[src/rtl/led_pkg.sv]
// Shared definitions for the LED strip output path.
//   ser_state_t : serializer FSM states
//   WS_*        : default WS2812 timing in clock cycles at 50 MHz
//   PIXEL_W     : width of one pixel word
package led_pkg;

  typedef enum logic [1:0] {
    IDLE  = 2'd0,
    SEND  = 2'd1,
    LATCH = 2'd2
  } ser_state_t;

  localparam int WS_T0H    = 20;    // 0.40 us
  localparam int WS_T1H    = 40;    // 0.80 us
  localparam int WS_TBIT   = 63;    // 1.26 us
  localparam int WS_TLATCH = 2500;  // 50 us
  localparam int PIXEL_W   = 24;

endpackage

[src/rtl/led_period_timer.sv]
// Free-running period counter shared by the bit and latch phases.
//   clk     : system clock
//   reset   : asynchronous active-high reset, counter to 0
//   clear   : hold the counter at 0
//   ceiling : last count of the period; counter wraps to 0 after it
//   cnt     : current count
//   wrap    : high while cnt == ceiling (final cycle of the period)
module led_period_timer #(
  parameter int CW = 12
) (
  input  logic          clk,
  input  logic          reset,
  input  logic          clear,
  input  logic [CW-1:0] ceiling,
  output logic [CW-1:0] cnt,
  output logic          wrap
);

  logic [CW-1:0] cnt_q;
  logic [CW-1:0] cnt_d;

  assign wrap = (cnt_q == ceiling);
  assign cnt  = cnt_q;

  always_comb begin
    cnt_d = cnt_q + 1'b1;
    if (clear || wrap) cnt_d = '0;
  end

  always_ff @(posedge clk or posedge reset) begin
    if (reset) cnt_q <= '0;
    else       cnt_q <= cnt_d;
  end

endmodule

[src/rtl/ws2812_serializer.sv]
// WS2812 single-wire serializer. Accepts 24-bit pixel words and emits them
// MSB first as pulse-width-coded bits, then a low latch period when no
// further word follows.
//   clk         : system clock
//   reset       : asynchronous active-high reset
//   pixel_data  : pixel word, bit 23 sent first
//   pixel_valid : pixel_data is valid
//   pixel_ready : serializer takes pixel_data this cycle
//   dout        : strip data line (registered)
//   busy        : high in SEND or LATCH (registered)
//   dbg_state   : current FSM state
//
// Handshake: a word moves when pixel_valid && pixel_ready on a rising edge.
// pixel_valid may be raised at any time and pixel_data is ignored while
// pixel_ready is low; pixel_ready is high in IDLE and on the last cycle of
// bit 0 so that words can stream with no gap, and is never high in reset.
module ws2812_serializer
  import led_pkg::*;
#(
  parameter int T0H    = WS_T0H,
  parameter int T1H    = WS_T1H,
  parameter int TBIT   = WS_TBIT,
  parameter int TLATCH = WS_TLATCH,
  parameter int CW     = 12
) (
  input  logic               clk,
  input  logic               reset,
  input  logic [PIXEL_W-1:0] pixel_data,
  input  logic               pixel_valid,
  output logic               pixel_ready,
  output logic               dout,
  output logic               busy,
  output ser_state_t         dbg_state
);

  if (!(T0H > 0 && T0H < T1H && T1H < TBIT && TLATCH >= 1)) begin : g_bad_timing
    $error("ws2812_serializer: illegal T0H/T1H/TBIT/TLATCH");
  end
  if (!((64'd1 << CW) > 64'(TBIT) && (64'd1 << CW) > 64'(TLATCH))) begin : g_bad_cw
    $error("ws2812_serializer: CW too small for TBIT/TLATCH");
  end

  localparam logic [CW-1:0] T0H_C       = CW'(T0H);
  localparam logic [CW-1:0] T1H_C       = CW'(T1H);
  localparam logic [CW-1:0] TBIT_M1     = CW'(TBIT - 1);
  localparam logic [CW-1:0] TLATCH_M1   = CW'(TLATCH - 1);
  localparam logic [4:0]    TOP_BIT_IDX = 5'(PIXEL_W - 1);

  ser_state_t         state_q, state_d;
  logic [PIXEL_W-1:0] shreg_q, shreg_d;
  logic [4:0]         bit_idx_q, bit_idx_d;
  logic               dout_q, dout_d;
  logic               busy_q, busy_d;

  logic [CW-1:0]      cnt;
  logic [CW-1:0]      ceiling;
  logic               wrap;
  logic               clear;
  logic               last_bit_end;
  logic               xfer;

  // One timer serves both phases: bit period in SEND, latch in LATCH.
  // Held at 0 in IDLE so the first bit starts from count 0.
  assign ceiling = (state_q == LATCH) ? TLATCH_M1 : TBIT_M1;
  assign clear   = (state_q == IDLE);

  led_period_timer #(.CW(CW)) u_timer (
    .clk     (clk),
    .reset   (reset),
    .clear   (clear),
    .ceiling (ceiling),
    .cnt     (cnt),
    .wrap    (wrap)
  );

  assign last_bit_end = (state_q == SEND) && (bit_idx_q == 5'd0) && wrap;
  assign pixel_ready  = !reset && ((state_q == IDLE) || last_bit_end);
  assign xfer         = pixel_valid && pixel_ready;

  always_comb begin
    state_d   = state_q;
    shreg_d   = shreg_q;
    bit_idx_d = bit_idx_q;
    dout_d    = 1'b0;
    case (state_q)
      IDLE: begin
        if (xfer) begin
          state_d   = SEND;
          shreg_d   = pixel_data;
          bit_idx_d = TOP_BIT_IDX;
        end
      end
      SEND: begin
        dout_d = (cnt < (shreg_q[PIXEL_W-1] ? T1H_C : T0H_C));
        if (wrap) begin
          if (bit_idx_q != 5'd0) begin
            shreg_d   = shreg_q << 1;
            bit_idx_d = bit_idx_q - 5'd1;
          end else if (xfer) begin
            shreg_d   = pixel_data;
            bit_idx_d = TOP_BIT_IDX;
          end else begin
            state_d = LATCH;
          end
        end
      end
      LATCH: begin
        if (wrap) state_d = IDLE;
      end
      default: state_d = IDLE;
    endcase
    busy_d = (state_d != IDLE);
  end

  always_ff @(posedge clk or posedge reset) begin
    if (reset) begin
      state_q   <= IDLE;
      shreg_q   <= '0;
      bit_idx_q <= 5'd0;
      dout_q    <= 1'b0;
      busy_q    <= 1'b0;
    end else begin
      state_q   <= state_d;
      shreg_q   <= shreg_d;
      bit_idx_q <= bit_idx_d;
      dout_q    <= dout_d;
      busy_q    <= busy_d;
    end
  end

  assign dout      = dout_q;
  assign busy      = busy_q;
  assign dbg_state = state_q;

endmodule

[config.mk]
export PLATFORM = sky130hd
export DESIGN_NAME = ws2812_serializer
export DESIGN_NICKNAME = d
export VERILOG_FILES = /design/src/rtl/led_pkg.sv /design/src/rtl/led_period_timer.sv /design/src/rtl/ws2812_serializer.sv
export SDC_FILE = /design/constraint.sdc
export NUM_CORES = 1
export LEC_CHECK = 0
export CAP_MARGIN = 20
export CORE_ASPECT_RATIO = 0.6
export CORE_UTILIZATION = 40
export DETAILED_ROUTE_END_ITERATION = 8
export PLACE_DENSITY = 0.71
export SLEW_MARGIN = 20
export SYNTH_ARGS = -nofsm -noshare
export SYNTH_HDL_FRONTEND = slang
export SYNTH_SLANG_ARGS = --single-unit
[constraint.sdc]
create_clock -name clk -period 2.1 [get_ports clk]
set_clock_uncertainty 0.15 [all_clocks]
set_input_delay 0.315 -clock clk [delete_from_list [all_inputs] [get_ports clk]]
set_output_delay 0.315 -clock clk [all_outputs]
set_load 0.02 [all_outputs]
==> results.md, run 1 <==
* Status: complete, but fails checks
* Failing checks: negative setup slack
* Final min period at 2.36 ns
* Antenna cells at 0
* RSZ-0062 raised after global routing: true
* Family with the most delay on the worst path: buffers and inverters
* Fmax at 424 MHz
* Final number of setup-violating endpoints at 39
* Sw Ratio at 0.308
* Worst-skew pair later-pin latency at 0.30 ns
* Hold Worst Slack at 0.354 ns
* Critical Path AT at 2.39 ns
* Synth async-reset ratio at 1.00
* Synthesis-to-layout area growth at 51.4%
* Peak VDD IR at 367 µV
* HPWL after DPL at 4100 µm
* Post-synth EDFFs at 0
* Clk pwr share at 0.206
* Synth Area in Simple Gates at 0.182
* First-pass GRT wire length at 9770 µm
* Die footprint at 6220 µm²
* Most frequent CP cell: buf_4
* Clock tree buffer depth at 2
* Final Hold Fails at 0
* Crit start category: flop
* Sw Pwr at 0.895 mW
* Initial DRC Count at 82
* PwrDens at 813 nW/µm²
* GPL Wtd Cong at 0.851
* Slew margin rel. at 0.721
* Main flop type after synthesis: dfrtp_1
* Via density per instance at 5.32
* Max incr delay on CP at 0.41 ns
* Critical Path RT at 2.13 ns
* CTS root buf: clkbuf_8
* Most frequent cells in the layout: buf_4, dfrtp_1, clkdlybuf4s50_1
* Synth Area in Compound Gates at 0.201
* Synth Cell Area at 2360 µm²
* Final worst slack at -0.261 ns
* Die Y-Extent at 61.5 µm
* Int Power at 2.01 mW
* Fin nets at 339
* Number of synthesized register bits at 45
* CP endpoint kind: flop
* DR pass1 iterations at 4
* Worst path buffer plus inverter count at 5
* Io pins at 32
* Worst Hold Class: flop to flop
* TritonCTS clock tree: built
* Flop pwr share at 0.445
* Most common cell after layout, fill and taps aside: buf_4
* Sequential area share after synthesis at 0.477
* Post-route DRC at 0
* Grt ovf at 0
* WL per Instance at 15.7 µm
* Share of cells above drive strength 1 at 0.358
* TNS Setup at -6.10 ns
* Multiplexer share of the synthesized area at 0.00902
* FILL cells at 454
* Total core area at 5620 µm²
* CP max-delay cell: dfrtp_1
* Critical Path Fanout Max at 11
* Synth Area per Inst at 11.2 µm²
* Fin crit share at 1.12
* Main combinational cell family by area after synthesis: compound AO/OA/AOI/OAI gates
* CTS Sinks at 45
* Vias in the first global route at 1980
* WS Path Type: flop to flop
* Synth Warn # at 0
* Crit-path cells: buf_4 > and4_4 > nand4b_4 > o32ai_4 > buf_4 > buf_8 > a21o_4 > buf_4 > buf_12 > a221o_1
* Die X at 101 µm
* Static Leak at 1.62 nW
* WL final at 6080 µm
* Synth Area in Adders at 0.0318
* H-Tree Depth at 2
* DRT antenna net count at 0
* Max-slew violations at 0
* Initial Util at 0.419
* Total track usage at 0.210
* CTS buffer count at 5
* IO buf count at 31
* Slew at the pin closest to its max-slew limit at 0.415 ns
* Site Rows at 21
* Xor/xnor share of the synthesized area at 0.0408
* Combinational power share at 0.349
* Initial antenna violation count at 0
* Max Cap Viol at 0
* DR vias at 2057
* Yosys cell types at 46
* Clock-pin transition on the worst setup and hold timing paths at 0.09 ns
* Largest net degree at the start of global routing at 46
* Mapped Cells at 211
* Mapped Nets at 244
[flip-flops by register name, summed over array words and instances, names as in the netlist]
register	count
shreg_q	24
u_timer.cnt	12
bit_idx_q	5
dbg_state	2
busy	1
dout	1
[routing by layer]
| metal | global-route usage | share of wire | up-vias |
|---|---|---|---|
| li1 | - | - | 978 |
| met1 | 0.305 | 0.50 | 1022 |
| met2 | 0.322 | 0.45 | 51 |
| met3 | 0.0409 | 0.042 | 6 |
| met4 | 0.0642 | 0.011 | 0 |
| met5 | 0 | 0 | - |
[power groups by stage]
stage / clock (mW) / sequential (mW) / combinational, mW
after floorplan: 0 / 1.30 / 0.514
after detailed placement: 0 / 1.30 / 0.899
after global placement: 0 / 1.29 / 0.859
final: 0.597 / 1.29 / 1.01
after CTS: 0.608 / 1.29 / 0.979
after global routing: 0.630 / 1.33 / 1.11
[logic make-up after synthesis]
| logic type | Yosys count |
|---|---|
| adders and majority gates | 6 |
| muxes | 2 |
| AOI/OAI and AO/OA | 52 |
| buffers and inverters | 26 |
| and+or+nand+nor | 69 |
| DFF | 45 |
| xor gates and xnor gates | 11 |
[Yosys cell counts (2+ instances only)]
cell type	n	share of area
a2111oi_0	9	0.033
a21oi_1	2	0.0042
a221o_1	22	0.093
and2_1	12	0.032
and3_1	6	0.016
buf_2	4	0.0085
buf_4	3	0.0095
buf_6	3	0.014
dfrtp_1	45	0.48
ha_1	6	0.032
inv_1	15	0.024
nand2_1	8	0.013
nand3_1	2	0.0042
nand4_1	4	0.011
nor2_1	19	0.030
nor3_1	2	0.0042
nor4_1	4	0.011
o21ai_0	8	0.017
xnor2_1	5	0.019
xor2_1	6	0.022
[per-stage QoR]
| stage | area (µm²) | power (mW) | util | worst slack, ns | std cells |
|---|---|---|---|---|---|
| after floorplan | 2380 | 1.81 | - | -0.0115 | 211 |
| after CTS | 3510 | 2.87 | 0.625 | -0.294 | 387 |
| after detailed placement | 3160 | 2.20 | 0.562 | -0.443 | 367 |
| final | 3570 | 2.90 | 0.635 | -0.261 | 387 |
| after global routing | 3570 | 3.07 | 0.635 | -0.348 | 387 |
| after global placement | 3160 | 2.15 | 0.562 | -0.386 | 367 |
[final timing paths]
check                                         start  cells past startpoint  slack [ns]                 endpoint
min in group asynchronous                     reset                      4        0.42  shreg_q[17]$_DFFE_PP0P_
max in group asynchronous                     reset                      4        1.15   dbg_state[0]$_DFF_PP0_
max                        u_timer.cnt[4]$_DFF_PP0_                     10       -0.26   shreg_q[9]$_DFFE_PP0P_
min                         shreg_q[10]$_DFFE_PP0P_                      1        0.35  shreg_q[11]$_DFFE_PP0P_
min reg2reg                 shreg_q[10]$_DFFE_PP0P_                      1        0.35  shreg_q[11]$_DFFE_PP0P_
max reg2reg                u_timer.cnt[4]$_DFF_PP0_                     10       -0.26   shreg_q[9]$_DFFE_PP0P_
[area by class of cell]
type / instances / area [µm²] / share of cell area
multi-input combinational: 140 / 1250 / 0.350
timing repair buffer: 99 / 936 / 0.262
clock inverter: 1 / 5.00 / 0.00140
tap: 80 / 100 / 0.0280
clock buffer: 7 / 96.3 / 0.0270
sequential: 45 / 1130 / 0.316
inverter: 15 / 56.3 / 0.0158
[worst register-to-register path, delay by kind of cell (launching register included)]
kind / cells / cell delay (ns)
AND/OR/NAND/NOR: 2 / 0.28
flip-flops: 1 / 0.41
AO/OA/AOI/OAI: 3 / 0.68
buffers and inverters: 5 / 0.72
[repair_timing]
item / CTS / global route
hold endpoints to repair: 0 / 0
hold buffers: 0 / 0
resized for setup: 45 / 18
pin swaps: 6 / 3
setup endpoints to repair: 42 / 45
cloned: 1 / 0
setup buffers: 12 / 3
Note: power is estimated with default switching activity, not from simulation.
==> run 2, diff against run 1 <==
- CORE_UTILIZATION: 40 -> 35
- PLACE_DENSITY: 0.71 -> 0.64
==> results.md, run 2 (synthesis gave the netlist of run 1 again) <==
* Total core area at 6300 µm²
* Via density per instance at 5.01
* H-Tree Depth at 2
* Die Y-Extent at 65.6 µm
* Static Leak at 1.58 nW
* TritonCTS clock tree: built
* FF-to-FF setup slack at -0.19 ns
* Slew at the pin closest to its max-slew limit at 0.425 ns
* Final worst slack at -0.238 ns
* Vias in the first global route at 1907
* Largest net degree at the start of global routing at 46
* Final Hold Fails at 0
* Total track usage at 0.174
* Clock-pin transition on the worst setup and hold timing paths at 0.09 ns
* WS Path Type: flop to primary output
* Io pins at 32
* Max reg flops at 24
* Initial DRC Count at 72
* DR vias at 1965
* CTS Sinks at 45
* Initial Util at 0.374
* Max Cap Viol at 0
* Initial antenna violation count at 0
* Worst-skew pair later-pin latency at 0.30 ns
* Fmax at 428 MHz
* WL final at 5920 µm
* Peak VDD IR at 422 µV
* HPWL after DPL at 4170 µm
* Max-slew violations at 0
* First-pass GRT wire length at 9290 µm
* Clock tree buffer depth at 2
* Most frequent cells in the layout: buf_4, dfrtp_1, clkdlybuf4s50_1
* Critical Path Fanout Max at 2
* Fin crit share at 1.11
* Crit path from: u_timer.cnt[10]$_DFF_PP0_
* Fin nets at 340
* GPL Wtd Cong at 0.811
* CTS buffer count at 5
* Critical Path RT at 1.63 ns
* Critical Path AT at 1.87 ns
* Worst Hold Class: primary input to async pin
* Worst r2r src: u_timer.cnt[10]$_DFF_PP0_
* Crit start category: flop
* Final number of setup-violating endpoints at 39
* RSZ-0062 raised after global routing: true
* Final min period at 2.34 ns
* Tot Pwr at 2.74 mW
* Most common cell after layout, fill and taps aside: buf_4
* Core Util, Final at 0.550
* Grt ovf at 0
* DR pass1 iterations at 4
* DRT antenna net count at 0
* Site Rows at 22
* Slew margin rel. at 0.716
* TNS Setup at -5.78 ns
* Synthesis-to-layout area growth at 47.1%
* Antenna cells at 0
* PwrDens at 790 nW/µm²
* Share of cells above drive strength 1 at 0.318
* Die footprint at 7080 µm²
* IO buf count at 31
* Status: complete, but fails checks
* Failing checks: negative setup slack
* WL per Instance at 15.1 µm
* CP endpoint kind: primary output
* Die X at 108 µm
* Post-route DRC at 0
* CTS root buf: clkbuf_8
* Largest Register: shreg_q
-- run 2: per-stage QoR --
stage	cells	worst slack [ns]	hold WS (ns)	cell area, µm²
floorplan	211	-0.0115	0.297	2380
global placement	372	-0.392	0.336	3190
detailed placement	372	-0.417	0.338	3190
CTS	383	-0.299	0.286	3300
global route	392	-0.388	0.301	3470
finish	392	-0.238	0.277	3470
-- run 2: cell type report --
| type | instances | area (µm²) |
|---|---|---|
| Tap cell | 84 | 105 |
| Sequential cell | 45 | 1130 |
| Multi-Input combinational cell | 140 | 1180 |
| Clock buffer | 8 | 80.1 |
| Inverter | 15 | 56.3 |
| Fill cell | 565 | 2830 |
| Timing Repair Buffer | 100 | 920 |
-- run 2: layer usage --
metal,global-route usage,up-vias,part of all wire,wire length [µm]
met2,0.240,38,0.40,2380
met1,0.269,940,0.55,3270
met4,0.0205,0,0.0020,12
met5,0,-,0,0
li1,-,985,-,-
met3,0.0496,2,0.043,256
-- run 2: worst max-delay path, stage by stage, from the launching register on --
cell and delay [ns]:
dfrtp_1 0.40, nor4_2 0.29, nand4_1 0.22, o32ai_4 0.28
nand2_2 0.12, a21boi_4 0.14, buf_6 0.12
-- run 2: path summary, 6_finish.rpt --
path | end | cells past startpoint
max | pixel_ready | 6
min | u_timer.cnt[7]$_DFF_PP0_ | 3
max reg2reg | u_timer.cnt[3]$_DFF_PP0_ | 9
min reg2reg | shreg_q[6]$_DFFE_PP0P_ | 1
max in group asynchronous | dbg_state[0]$_DFF_PP0_ | 3
min in group clk | shreg_q[6]$_DFFE_PP0P_ | 1
-- run 2: where the power goes --
| part | internal, mW | switching, mW |
|---|---|---|
| Clock | 0.237 | 0.300 |
| Sequential | 1.14 | 0.149 |
| Combinational | 0.525 | 0.394 |
-- run 2: repair_timing --
action	CTS	global route
cloned	0	1
pin swaps	3	6
gates resized for setup	7	27
hold buffers	0	0
buffers inserted	3	8
endpoints found under the setup margin	38	44
